--- config.mk ---
export PLATFORM = sky130hd
export DESIGN_NAME = tick_rate_gen
export DESIGN_NICKNAME = d
export VERILOG_FILES = /design/src/rtl/tick_rate_gen.sv
export SDC_FILE = /design/constraint.sdc
export NUM_CORES = 1
export LEC_CHECK = 0
export CAP_MARGIN = 30
export CORE_MARGIN = 2
export CORE_UTILIZATION = 35
export CTS_BUF_LIST = sky130_fd_sc_hd__clkbuf_4 sky130_fd_sc_hd__clkbuf_8
export DETAILED_ROUTE_END_ITERATION = 8
export SLEW_MARGIN = 10
export SYNTH_ARGS = -nofsm -noshare
export SYNTH_HDL_FRONTEND = slang
export SYNTH_SLANG_ARGS = --single-unit
--- constraint.sdc ---
create_clock -name clk -period 1.86 [get_ports clk]
set_input_delay 0.372 -clock clk [delete_from_list [all_inputs] [get_ports clk]]
set_output_delay 0.372 -clock clk [all_outputs]
set_load 0.05 [all_outputs]
--- src/rtl/tick_rate_gen.sv ---
// Rate-selectable tick generator with pause and debounced single-step.
// One shared down-counter replaces per-rate dividers; step presses are debounced by a small FSM.
module tick_rate_gen #(
  parameter int unsigned      CNT_W           = 28,
  parameter longint unsigned  PERIOD_0        = 1,
  parameter longint unsigned  PERIOD_1        = 50000000,
  parameter longint unsigned  PERIOD_2        = 100000000,
  parameter longint unsigned  PERIOD_3        = 200000000,
  parameter int unsigned      DEBOUNCE_CYCLES = 1000000
) (
  input  logic             clk,
  input  logic             reset,
  input  logic [1:0]       rate_sel,
  input  logic             run,
  input  logic             step_n,
  output logic             tick,
  output logic [CNT_W-1:0] count,
  output logic             step_ack
);

  localparam int unsigned DB_W = $clog2(DEBOUNCE_CYCLES + 1);
  localparam logic [DB_W-1:0] DB_LAST = DB_W'(DEBOUNCE_CYCLES - 1);
  localparam longint unsigned PERIODS [4] = '{PERIOD_0, PERIOD_1, PERIOD_2, PERIOD_3};

  typedef enum logic {RELEASED, PRESSED} step_state_t;

  logic [CNT_W-1:0] reload_tbl [4];
  logic [1:0]       rate_q;
  logic             sync1_reg, sync2_reg;
  logic             db_level_reg;
  logic [DB_W-1:0]  db_cnt_reg;
  step_state_t      state_reg;
  logic             step_fire;

  genvar gi;
  generate
    for (gi = 0; gi < 4; gi++) begin : g_reload
      assign reload_tbl[gi] = CNT_W'(PERIODS[gi] - 64'd1);
    end
  endgenerate

  // A press is accepted the cycle after the debounced level has fallen.
  assign step_fire = (state_reg == RELEASED) && !db_level_reg;

  always_ff @(posedge clk) begin
    if (reset) begin
      rate_q       <= rate_sel;
      count        <= reload_tbl[rate_sel];
      tick         <= 1'b0;
      step_ack     <= 1'b0;
      sync1_reg    <= 1'b1;
      sync2_reg    <= 1'b1;
      db_level_reg <= 1'b1;
      db_cnt_reg   <= '0;
      state_reg    <= RELEASED;
    end else begin
      sync1_reg <= step_n;
      sync2_reg <= sync1_reg;

      if (sync2_reg != db_level_reg) begin
        if (db_cnt_reg == DB_LAST) begin
          db_level_reg <= sync2_reg;
          db_cnt_reg   <= '0;
        end else begin
          db_cnt_reg <= db_cnt_reg + DB_W'(1);
        end
      end else begin
        db_cnt_reg <= '0;
      end

      case (state_reg)
        RELEASED: if (!db_level_reg) state_reg <= PRESSED;
        PRESSED:  if (db_level_reg)  state_reg <= RELEASED;
        default:  state_reg <= RELEASED;
      endcase
      step_ack <= step_fire;

      // Rate change wins over counting; a paused step may still tick that cycle.
      if (rate_sel != rate_q) begin
        rate_q <= rate_sel;
        count  <= reload_tbl[rate_sel];
        tick   <= step_fire && !run;
      end else if (run) begin
        if (count == '0) begin
          count <= reload_tbl[rate_q];
          tick  <= 1'b1;
        end else begin
          count <= count - CNT_W'(1);
          tick  <= 1'b0;
        end
      end else begin
        tick <= step_fire;
      end
    end
  end

endmodule

==> impl_metrics.prom <==
# TYPE chip_impl_metric gauge
chip_impl_metric{name="route.antenna.remaining_nets",unit=""} 0
chip_impl_info{name="rsz0062_at_grt",value="yes"} 1
chip_impl_metric{name="synth-warning-count",unit=""} 0
chip_impl_info{name="last_element_of_the_critical_path",value="count[27]"} 1
chip_impl_info{name="yosys_most_used_dff",value="sky130_fd_sc_hd__edfxtp_1"} 1
chip_impl_info{name="ctsRootBufferMaster",value="sky130_fd_sc_hd__clkbuf_8"} 1
chip_impl_metric{name="cts_buffer_depth",unit=""} 2
chip_impl_metric{name="dpl_hpwl",unit="µm"} 6092
chip_impl_metric{name="slew_at_the_pin_closest_to_its_max_slew_limit",unit="ns"} 0.4975
chip_impl_info{name="startpoint",value="count[5]"} 1
chip_impl_metric{name="worst_ep_arrival_time",unit="ns"} 2.25
chip_impl_info{name="tritoncts_clock_tree",value="yes"} 1
chip_impl_metric{name="clock_insertion_delay_worst_skew",unit="ns"} 0.32
chip_impl_metric{name="h-tree-depth",unit=""} 2
chip_impl_info{name="critical_path.startpoint_type",value="flip-flop"} 1
chip_impl_info{name="synthTopCellsByCount",value="sky130_fd_sc_hd__nor2_1, sky130_fd_sc_hd__edfxtp_1, sky130_fd_sc_hd__nand2_1"} 1
chip_impl_metric{name="final-instance-count-excl-fill",unit=""} 576
chip_impl_metric{name="die_span_y",unit="µm"} 98.37
chip_impl_metric{name="detail_route.iter0.violations",unit=""} 116
chip_impl_info{name="worstPathCellList",value="nor4_4 -> buf_6 -> buf_6 -> nand4_1 -> buf_4 -> o211ai_1 -> o41ai_4 -> o21ai_1"} 1
chip_impl_metric{name="postLayoutCoreUtil",unit="%"} 56.86
chip_impl_metric{name="final_layout_size_suffix_gt1_share",unit="%"} 45.09
chip_impl_metric{name="io_buffer_count",unit=""} 35
chip_impl_metric{name="grt_remaining_overflow",unit=""} 0
chip_impl_metric{name="finish.net_count",unit=""} 484
chip_impl_metric{name="postRouteWirelength",unit="µm"} 8923
chip_impl_metric{name="routedWlPerCell",unit="µm"} 15.49
chip_impl_info{name="synth.area.top_cells",value="sky130_fd_sc_hd__edfxtp_1, sky130_fd_sc_hd__dfxtp_1, sky130_fd_sc_hd__xnor2_1, sky130_fd_sc_hd__nor2_1, sky130_fd_sc_hd__ha_1"} 1
chip_impl_metric{name="final-hold-violation-count",unit=""} 0
chip_impl_metric{name="stdcell_area",unit="µm²"} 4935
chip_impl_info{name="violations",value="negative setup slack"} 1
chip_impl_metric{name="synth-seq-cells",unit=""} 56
chip_impl_metric{name="design.core.area",unit="µm²"} 8678
chip_impl_metric{name="area_used_by_multi_input_combinational_logic",unit="µm²"} 2012
chip_impl_metric{name="cell_count_after_synthesis",unit=""} 329
chip_impl_metric{name="num_io_pins",unit=""} 36
chip_impl_metric{name="syn_nets",unit=""} 346
chip_impl_info{name="status",value="complete, but fails checks"} 1
chip_impl_metric{name="max_slew_margin",unit="%"} 66.78
chip_impl_metric{name="synthesis.area_per_instance",unit="µm²"} 9.473
chip_impl_metric{name="vias_per_cell",unit=""} 5.208
chip_impl_metric{name="antenna-diode-count",unit=""} 0
chip_impl_metric{name="tritoncts.num_buffers",unit=""} 5
chip_impl_metric{name="die_w",unit="µm"} 98.37
chip_impl_metric{name="synth_largest_type_area_fraction",unit="%"} 28.90
chip_impl_metric{name="final_max_slew_viol_count",unit=""} 0
chip_impl_metric{name="dpl_worst_slack",unit="ns"} -0.2066
chip_impl_metric{name="async_flop_share",unit="%"} 0
chip_impl_metric{name="worst_setup_hold_path_clk_slew",unit="ns"} 0.10
chip_impl_metric{name="report.final.setup_viol",unit=""} 29
chip_impl_metric{name="grt_pass1_vias",unit=""} 2974
chip_impl_metric{name="track_usage",unit="%"} 17.90
chip_impl_metric{name="vdd_ir_drop_max",unit="mV"} 0.3066
chip_impl_metric{name="die_area",unit="µm²"} 9676
chip_impl_metric{name="fin_worst_skew",unit="ns"} 0.01605
chip_impl_metric{name="hold_buffers",unit=""} 0
chip_impl_metric{name="area.sequential",unit="µm²"} 1421
chip_impl_metric{name="critPathMaxStageDelay",unit="ns"} 0.45
chip_impl_metric{name="hold-worst-slack",unit="ns"} 0.4132
chip_impl_metric{name="filler_cell_count",unit=""} 739
chip_impl_metric{name="largest_reg_flops",unit=""} 28
chip_impl_metric{name="via_count",unit=""} 3000
chip_impl_metric{name="instance_count_after_placement_with_tap_cells_included",unit=""} 550
chip_impl_info{name="critPathCaptureType",value="flip-flop"} 1
chip_impl_metric{name="post-route-period-util",unit="%"} 111.7
chip_impl_info{name="crit-reg2reg-capture",value="count[27]"} 1
chip_impl_metric{name="drv_cap",unit=""} 0
chip_impl_metric{name="total_neg_setup_slack",unit="ns"} -3.866
chip_impl_metric{name="p_per_area",unit="nW/µm²"} 684.2
chip_impl_metric{name="crit_required",unit="ns"} 2.03
chip_impl_metric{name="mappedNetlistArea",unit="µm²"} 3117
chip_impl_metric{name="place_area",unit="µm²"} 4255
chip_impl_metric{name="p_total",unit="mW"} 3.376
chip_impl_metric{name="cellLeakagePower",unit="nW"} 1.888
chip_impl_metric{name="grt_antenna_before_repair",unit=""} 0
chip_impl_info{name="timing.critical_path.slowest_stage_cell",value="sky130_fd_sc_hd__edfxtp_1"} 1
chip_impl_metric{name="drcViolationCount",unit=""} 0
chip_impl_metric{name="gp_congestion",unit=""} 0.8464
chip_impl_metric{name="fp-row-count",unit=""} 34
chip_impl_metric{name="syn2layout_area_growth",unit="%"} 58.33
chip_impl_metric{name="period_minus_slack",unit="ns"} 2.078
chip_impl_metric{name="global_route_wire_length_before_repair",unit="µm"} 14110
chip_impl_metric{name="grt_start_max_net_pins",unit=""} 23
chip_impl_info{name="timing_worst_setup_path_type",value="flip-flop to flip-flop"} 1
chip_impl_metric{name="floorplan.initialDensity",unit="%"} 35.91
chip_impl_metric{name="max_freq",unit="MHz"} 481.3
chip_impl_metric{name="synth.distinct_cells",unit=""} 47
chip_impl_info{name="worst_hold_path_type",value="flip-flop to flip-flop"} 1
chip_impl_metric{name="worst-r2r-setup-slack",unit="ns"} -0.22
chip_impl_metric{name="drt_pass1_iterations",unit=""} 4
chip_impl_metric{name="crit_fanout",unit=""} 5
chip_impl_info{name="worst_path_most_repeated_cell",value="sky130_fd_sc_hd__buf_6"} 1
chip_impl_metric{name="numClockSinks",unit=""} 56
chip_impl_metric{name="synth_enable_flop_cells",unit=""} 30
chip_impl_info{name="synth_top_area_cell",value="sky130_fd_sc_hd__edfxtp_1"} 1
chip_impl_info{name="crit-reg2reg-launch",value="count[5]"} 1
chip_impl_metric{name="final_critical_path_setup_slack",unit="ns"} -0.2175
chip_impl_metric{name="worst-r2r-cell-count",unit=""} 8
chip_impl_info{name="post-synth-top-count-cell",value="sky130_fd_sc_hd__nor2_1"} 1
chip_impl_metric{name="seq_area_frac_synth",unit="%"} 45.60
[placed cells by master (no fill, tap or decap), types with 3 or more instances in the layout]
master                            count
sky130_fd_sc_hd__o21ai_2              9
sky130_fd_sc_hd__clkdlybuf4s50_1      6
sky130_fd_sc_hd__dfxtp_1             26
sky130_fd_sc_hd__nor3_1              14
sky130_fd_sc_hd__nor2_2               3
sky130_fd_sc_hd__and3_1               3
sky130_fd_sc_hd__edfxtp_1            30
sky130_fd_sc_hd__nor3_2               7
sky130_fd_sc_hd__nor3_4               3
sky130_fd_sc_hd__xnor2_1             19
sky130_fd_sc_hd__nor4_2               3
sky130_fd_sc_hd__nand2_1             28
sky130_fd_sc_hd__o21a_1               3
sky130_fd_sc_hd__a21oi_2              3
sky130_fd_sc_hd__nand4_1              6
sky130_fd_sc_hd__o21ai_1             12
sky130_fd_sc_hd__or3_1                4
sky130_fd_sc_hd__nor4_4               6
sky130_fd_sc_hd__nand2b_1             4
sky130_fd_sc_hd__buf_6               16
sky130_fd_sc_hd__a21oi_1              3
sky130_fd_sc_hd__o21ai_0              3
sky130_fd_sc_hd__buf_12               7
sky130_fd_sc_hd__ha_1                 9
sky130_fd_sc_hd__inv_1               10
sky130_fd_sc_hd__clkbuf_8             5
sky130_fd_sc_hd__xnor2_2              3
sky130_fd_sc_hd__o31a_1               4
sky130_fd_sc_hd__buf_4              108
sky130_fd_sc_hd__xor2_1              11
sky130_fd_sc_hd__nor2_1              33
sky130_fd_sc_hd__nor2_4               4
sky130_fd_sc_hd__nor4_1               3
sky130_fd_sc_hd__or4_4                3
sky130_fd_sc_hd__nand3_1             13
[worst max-delay path: cells and delay by family (launching register included)]
family | cells | cell delay [ns]
simple gates | 2 | 0.51
compound gates | 3 | 0.47
buf+inv | 3 | 0.52
flops | 1 | 0.45
[report_power, final]
part	leakage, nW	total [mW]	internal [mW]	switching [mW]
logic	1.31	1.18	0.485	0.695
registers	0.526	1.50	1.41	0.0901
clock network	0.0489	0.696	0.281	0.416
[worst min path at each step]
stage               cells after the start       from         to
floorplan                               1  state_reg   step_ack
global placement                        1  state_reg   step_ack
detailed placement                      1  sync1_reg  sync2_reg
CTS                                     1  state_reg   step_ack
global route                            1  sync1_reg  sync2_reg
finish                                  1  state_reg   step_ack
[metal layers]
layer,GRT usage [%],up-vias,part of all wire [%]
met1,21.93,1454,42
met3,2.505,21,3.0
met4,5.479,0,2.2
met5,0,-,0
met2,32.44,55,53
li1,-,1470,-
[logic make-up (layout without fill, tap and decap cells)]
group	after synthesis	after routing	share of synthesized area [%]
xor+xnor	33	33	9.273
fa+ha+maj	11	11	4.416
buf+inv	21	160	3.011
simple gates	153	153	26.01
flops	56	56	45.60
mux	1	1	0.3212
compound gates	54	54	11.36
[layout make-up]
class / count / area share, %
Inverter: 12 / 0.9128
Timing Repair Buffer: 140 / 25.00
Clock buffer: 6 / 1.547
Sequential cell: 56 / 28.80
Clock inverter: 2 / 0.2282
Tap cell: 108 / 2.738
Multi-Input combinational cell: 252 / 40.77
[timing repair]
action	4_1_cts	5_1_grt
resized for setup	49	53
buffers inserted	7	11
pin swaps	21	33
endpoints found under the setup margin	49	40
No activity file was read; power rests on OpenSTA's default activity.
